### config.mk
export PLATFORM = sky130hd
export DESIGN_NAME = fetch_stage_flat
export DESIGN_NICKNAME = d
export VERILOG_FILES = /design/src/rtl/fetch_stage_pkg.sv /design/src/rtl/fetch_stage_if.sv /design/src/rtl/fetch_stage_if_id_register.sv /design/src/rtl/fetch_stage.sv /design/src/flat_wrapper.sv
export SDC_FILE = /design/constraint.sdc
export NUM_CORES = 1
export LEC_CHECK = 0
export CORE_MARGIN = 4
export CORE_UTILIZATION = 40
export DETAILED_ROUTE_END_ITERATION = 10
export PLACE_DENSITY_LB_ADDON = 0.05
export SYNTH_ARGS = -nofsm -noshare
export SYNTH_HDL_FRONTEND = slang
export SYNTH_SLANG_ARGS = --single-unit
### constraint.sdc
create_clock -name clk -period 3.5 [get_ports clk]
set_clock_uncertainty 0.05 [all_clocks]
set_input_delay 0.525 -clock clk [delete_from_list [all_inputs] [get_ports clk]]
set_output_delay 0.525 -clock clk [all_outputs]
set_load 0.02 [all_outputs]
### src/rtl/fetch_stage_pkg.sv
// rtl/fetch_stage_pkg.sv - shared types and constants for the fetch stage (package fetch_pkg)
package fetch_pkg;

  typedef enum logic [1:0] {
    S_REQ  = 2'd0,
    S_HOLD = 2'd1,
    S_DROP = 2'd2
  } fetch_state_t;

  localparam logic [21:0] NOP_INSTR  = 22'h0;
  localparam logic [21:0] PC_STEP    = 22'd4;
  localparam logic [21:0] PC8_OFFSET = 22'd8;

endpackage

### src/rtl/fetch_stage_if.sv
// rtl/fetch_stage_if.sv - instruction-memory request/acknowledge bundle
interface fetch_stage_if;
  import fetch_pkg::*;

  logic        imem_req;
  logic [21:0] imem_addr;
  logic [21:0] imem_rdata;
  logic        imem_ack;

  modport master (output imem_req, output imem_addr, input imem_rdata, input imem_ack);
  modport slave  (input imem_req, input imem_addr, output imem_rdata, output imem_ack);

endinterface

### src/rtl/fetch_stage_if_id_register.sv
// rtl/fetch_stage_if_id_register.sv - IF/ID pipeline register with flush (priority) and load
module if_id_register
  import fetch_pkg::*;
(
  input  logic        clk,
  input  logic        rst,
  input  logic        load,
  input  logic        flush,
  input  logic [21:0] instr_in,
  input  logic [21:0] pc8_in,
  output logic [21:0] instruction,
  output logic [21:0] pc_plus_8,
  output logic        valid
);

  // flush only invalidates; pc_plus_8 is meaningless while valid is low
  always_ff @(posedge clk or posedge rst) begin
    if (rst) begin
      instruction <= NOP_INSTR;
      pc_plus_8   <= 22'h0;
      valid       <= 1'b0;
    end else if (flush) begin
      instruction <= NOP_INSTR;
      valid       <= 1'b0;
    end else if (load) begin
      instruction <= instr_in;
      pc_plus_8   <= pc8_in;
      valid       <= 1'b1;
    end
  end

endmodule

### src/rtl/fetch_stage.sv
// rtl/fetch_stage.sv - instruction fetch FSM, PC and skid; FETCH_PERF_CNT_EN adds perf counters
module fetch_stage
  import fetch_pkg::*;
#(
  parameter logic [21:0] RESET_PC = 22'h0
) (
  input  logic               clk,
  input  logic               rst,
  input  logic               stall_d,
  input  logic               flush_d,
  input  logic               pc_src_in,
  input  logic [21:0]        branch_target_in,
  fetch_stage_if.master      imem,
  output logic [21:0]        instruction_decode_out,
  output logic [21:0]        pc_plus_8_out,
`ifdef FETCH_PERF_CNT_EN
  output logic [15:0]        fetch_count,
  output logic [15:0]        stall_count,
`endif
  output logic               valid_d
);

  fetch_state_t state;
  logic [21:0]  pc;
  logic [21:0]  skid;
  logic         accept_req;
  logic         release_hold;
  logic         load;
  logic [21:0]  load_word;

  assign imem.imem_req  = (state == S_REQ);
  assign imem.imem_addr = pc;

  assign accept_req   = (state == S_REQ) && imem.imem_ack && !stall_d && !pc_src_in;
  assign release_hold = (state == S_HOLD) && !stall_d && !pc_src_in;
  assign load         = accept_req || release_hold;
  assign load_word    = (state == S_HOLD) ? skid : imem.imem_rdata;

  always_ff @(posedge clk or posedge rst) begin
    if (rst) begin
      state <= S_REQ;
      pc    <= RESET_PC;
      skid  <= NOP_INSTR;
    end else if (pc_src_in) begin
      // an un-acked request in flight must have its late ack swallowed in S_DROP
      pc    <= branch_target_in;
      skid  <= NOP_INSTR;
      state <= (state == S_HOLD || imem.imem_ack) ? S_REQ : S_DROP;
    end else begin
      case (state)
        S_REQ: begin
          if (imem.imem_ack) begin
            if (!stall_d) begin
              pc <= pc + PC_STEP;
            end else begin
              skid  <= imem.imem_rdata;
              state <= S_HOLD;
            end
          end
        end
        S_HOLD: begin
          if (!stall_d) begin
            pc    <= pc + PC_STEP;
            state <= S_REQ;
          end
        end
        S_DROP: begin
          if (imem.imem_ack) state <= S_REQ;
        end
        default: state <= S_REQ;
      endcase
    end
  end

  if_id_register u_if_id (
    .clk         (clk),
    .rst         (rst),
    .load        (load),
    .flush       (pc_src_in || flush_d),
    .instr_in    (load_word),
    .pc8_in      (pc + PC8_OFFSET),
    .instruction (instruction_decode_out),
    .pc_plus_8   (pc_plus_8_out),
    .valid       (valid_d)
  );

`ifdef FETCH_PERF_CNT_EN
  always_ff @(posedge clk or posedge rst) begin
    if (rst) begin
      fetch_count <= 16'h0;
      stall_count <= 16'h0;
    end else begin
      if (load && fetch_count != 16'hFFFF) fetch_count <= fetch_count + 16'd1;
      if (state == S_HOLD && stall_count != 16'hFFFF) stall_count <= stall_count + 16'd1;
    end
  end
`endif

endmodule
### src/flat_wrapper.sv
// flat-port wrapper written by rule: the top's interface ports become plain ports
module fetch_stage_flat import fetch_pkg::*;
#(
  parameter logic [21:0] RESET_PC = 22'h0
)
  (clk, rst, stall_d, flush_d, pc_src_in, branch_target_in, instruction_decode_out, pc_plus_8_out, valid_d, imem_imem_req, imem_imem_addr, imem_imem_rdata, imem_imem_ack);
  fetch_stage_if imem_i ();
  input  logic clk;
  input  logic rst;
  input  logic stall_d;
  input  logic flush_d;
  input  logic pc_src_in;
  input  logic [21:0] branch_target_in;
  output logic [21:0] instruction_decode_out;
  output logic [21:0] pc_plus_8_out;
  output logic valid_d;
  output wire logic [$bits(imem_i.imem_req)-1:0] imem_imem_req;
  output wire logic [$bits(imem_i.imem_addr)-1:0] imem_imem_addr;
  input wire logic [$bits(imem_i.imem_rdata)-1:0] imem_imem_rdata;
  input wire logic [$bits(imem_i.imem_ack)-1:0] imem_imem_ack;
  assign imem_imem_req = imem_i.imem_req;
  assign imem_imem_addr = imem_i.imem_addr;
  assign imem_i.imem_rdata = imem_imem_rdata;
  assign imem_i.imem_ack = imem_imem_ack;
  fetch_stage #(.RESET_PC(RESET_PC)) u_core (.clk(clk), .rst(rst), .stall_d(stall_d), .flush_d(flush_d), .pc_src_in(pc_src_in), .branch_target_in(branch_target_in), .imem(imem_i), .instruction_decode_out(instruction_decode_out), .pc_plus_8_out(pc_plus_8_out), .valid_d(valid_d));
endmodule
==> metrics.yaml <==
status:
  run_status: "finished clean"
timing:
  slew_headroom_pct: 41.2
  min_period_over_period_pct: 65.2
  tightest_slew_ns: 0.879
  slew_violations: 0
  final.setup.tns_ns: 0
  layout_min_cycle_time_ns: 2.28
  holdWs_ns: 0.459
  fmax_ghz: 0.438
  rsz0062_at_grt: "false"
  finalSetupViolCount: 0
  hold_viol: 0
floorplanning:
  dieWidth_um: 112
  initial_utilization_pct: 41.6
  placeableCoreArea_um2: 10500
  dieArea_um2: 12600
  io_pins: 118
  die_y_um: 112
  rows: 37
yosys:
  synth-seq-area-share_pct: 52.4
  synth_fp_nets: 464
  yosysWarnings: 0
  synthFlopType: "dfrtp_1"
  syn-mean-instance-area_um2: 10.6
  synth_edf_count: 0
  synth_cell_types: 37
  yosys.area.top_type_share_pct: 52.4
  synth.most_common_cell: "dfrtp_1"
  synth.area.top_cells: "dfrtp_1, mux2i_1, nor2_1, xor2_1, a22o_1"
  yosys-top-cells-count: "dfrtp_1, nor2_1, nand2_1"
  synthCells: 412
  yosysTopAreaCell: "dfrtp_1"
  syn_area_um2: 4350
  synth-async-reset-ratio_pct: 100
  synth-seq-cells: 91
grt:
  grt_max_degree: 54
  grt_pass1_wl_um: 17300
  gr-total-overflow: 0
  grt_pass1_vias: 3294
  grt_usage_pct: 16.9
  antenna_found_initial: 0
detailed_routing:
  drt_wl_total_um: 10500
  drtIter0Drc: 121
  ant_nets: 0
  firstDrtPassIters: 4
  drc_errors: 0
  vias_per_cell: 5.08
  vias: 3301
  wire_per_inst_um: 16.2
worst_setup_path:
  worstPathRequired_ns: 3.73
  crit_start: "pc_src_in"
  end_kind: "flip-flop"
  start_kind: "input port"
  critical_path_class: "in2reg"
  cp.arrival_ns: 2.51
  r2r-start: "u_core.imem.imem_addr[3]$_DFFE_PP0P_"
  crit_fanout: 30
cts:
  clockBufferDepth: 2
  cts_setup_buffers: 0
  cts_buffers: 9
  ctsHtreeMaxLevel: 3
  clkTransAtPathRegs_ns: 0.08
  clock-root-buffer: "clkbuf_8"
  cts_resized: 0
  cts_tree: "built"
  clock_sinks: 91
  cts_hold_buf: 0
  clk_latency_ns: 0.35
final_layout:
  antenna-diode-count: 0
  area_growth_pct: 33.3
  fin_nets: 561
  drive_gt1_share_pct: 8.56
min_path:
  hold_path_class: "reg2reg"
  worstHoldStart: "u_core.skid[8]$_DFFE_PP0P_"
job:
  drv_cap: 0
power_and_ir_drop:
  p_leak_nw: 2.32
  ir_drop_v: 0.000187
  p_per_area_nw_per_um2: 477
place:
  gp_congestion: 0.771
  port_buffers: 117
  hpwl_um: 7270
through the flow:
stage	instances	cell area (µm²)	utilization [%]	total power, W	setup WS (ns)
after detailed placement	634	5570	53.2	0.00199	0.858
final	650	5800	55.4	0.00276	1.22
after global placement	634	5570	53.2	0.00198	0.900
after floorplan	412	4350	-	0.00165	0.561
after CTS	650	5800	55.4	0.00280	1.23
after global routing	650	5800	55.4	0.00291	1.04
registers in the layout, indices dropped and copies added (netlist names):
signal	count
u_core.u_if_id.instruction	22
u_core.u_if_id.valid	1
u_core.u_if_id.pc_plus_8	22
u_core.imem.imem_addr	22
u_core.state	2
u_core.skid	22
layout make-up:
cell class                      instances  area (µm²)
Timing Repair Buffer                  123        1230
Fill cell                             976        4670
Sequential cell                        91        2280
Tap cell                              136         170
Clock buffer                           11         151
Inverter                                4        17.5
Multi-Input combinational cell        280        1880
Clock inverter                          5        75.1
path summary, 6_finish.rpt:
path	end	slack (ns)	cells past startpoint
min in group asynchronous	u_core.imem.imem_addr[17]$_DFFE_PP0P_	0.51	2
worst min register to register	u_core.skid[8]$_DFFE_PP0P_	0.46	1
max in group asynchronous	u_core.u_if_id.instruction[11]$_DFFE_PP0P_	2.23	3
worst max-delay path	u_core.u_if_id.pc_plus_8[17]$_DFFE_PP0P_	1.22	6
worst max register to register	u_core.imem.imem_addr[9]$_DFFE_PP0P_	1.39	6
worst min-delay path	u_core.skid[8]$_DFFE_PP0P_	0.46	1
cell usage in the layout (no fill, tap or decap), types with 2 or more instances in the layout:
master / synthesis / routed
clkdlybuf4s50_1: 0 / 117
dfrtp_1: 91 / 91
nor2_1: 54 / 52
nand2_1: 32 / 32
mux2i_1: 24 / 24
xor2_1: 23 / 23
a211oi_1: 22 / 22
a22o_1: 22 / 22
o21ai_0: 19 / 19
a21oi_1: 15 / 15
nand4_1: 14 / 14
xnor2_1: 13 / 13
nand3_1: 12 / 12
clkbuf_8: 2 / 11
mux2_2: 6 / 6
buf_4: 8 / 5
nor3_4: 2 / 3
inv_1: 4 / 3
a21oi_2: 3 / 3
clkinv_2: 0 / 3
nor2_4: 0 / 2
nor3b_1: 2 / 2
o21ai_1: 2 / 2
ha_1: 2 / 2
bufinv_16: 0 / 2
where the power goes:
part / leakage, nW / internal (W) / switching (W)
combinational: 1.04 / 0.000341 / 0.000343
clock: 0.119 / 0.000438 / 0.000370
sequential: 1.16 / 0.00117 / 0.000103
per-layer routing:
| metal | vias up | global-route usage (%) | wire length, µm |
|---|---|---|---|
| li1 | 1630 | - | - |
| met2 | 87 | 28.0 | 5120 |
| met3 | 10 | 4.53 | 549 |
| met1 | 1574 | 22.0 | 4720 |
| met5 | - | 0 | 0 |
| met4 | 0 | 4.73 | 128 |
worst max-delay path, stage by stage:
cell	delay (ns)
clkdlybuf4s50_1	0.41
or2_2	0.52
nor3_4	0.44
buf_4	0.38
nor2_1	0.08
a21oi_1	0.13
cell families (layout without fill, tap and decap cells):
logic type / after synthesis / after routing / synth area share [%]
adder cells (fa/ha/maj): 2 / 2 / 0.575
XOR/XNOR: 36 / 36 / 7.25
AO/OA/AOI/OAI: 85 / 85 / 13.4
AND/OR/NAND/NOR: 127 / 127 / 14.2
buffers and inverters: 41 / 143 / 5.12
multiplexers: 30 / 30 / 7.08
flip-flops: 91 / 91 / 52.4
Note: power is estimated with default switching activity, not from simulation.
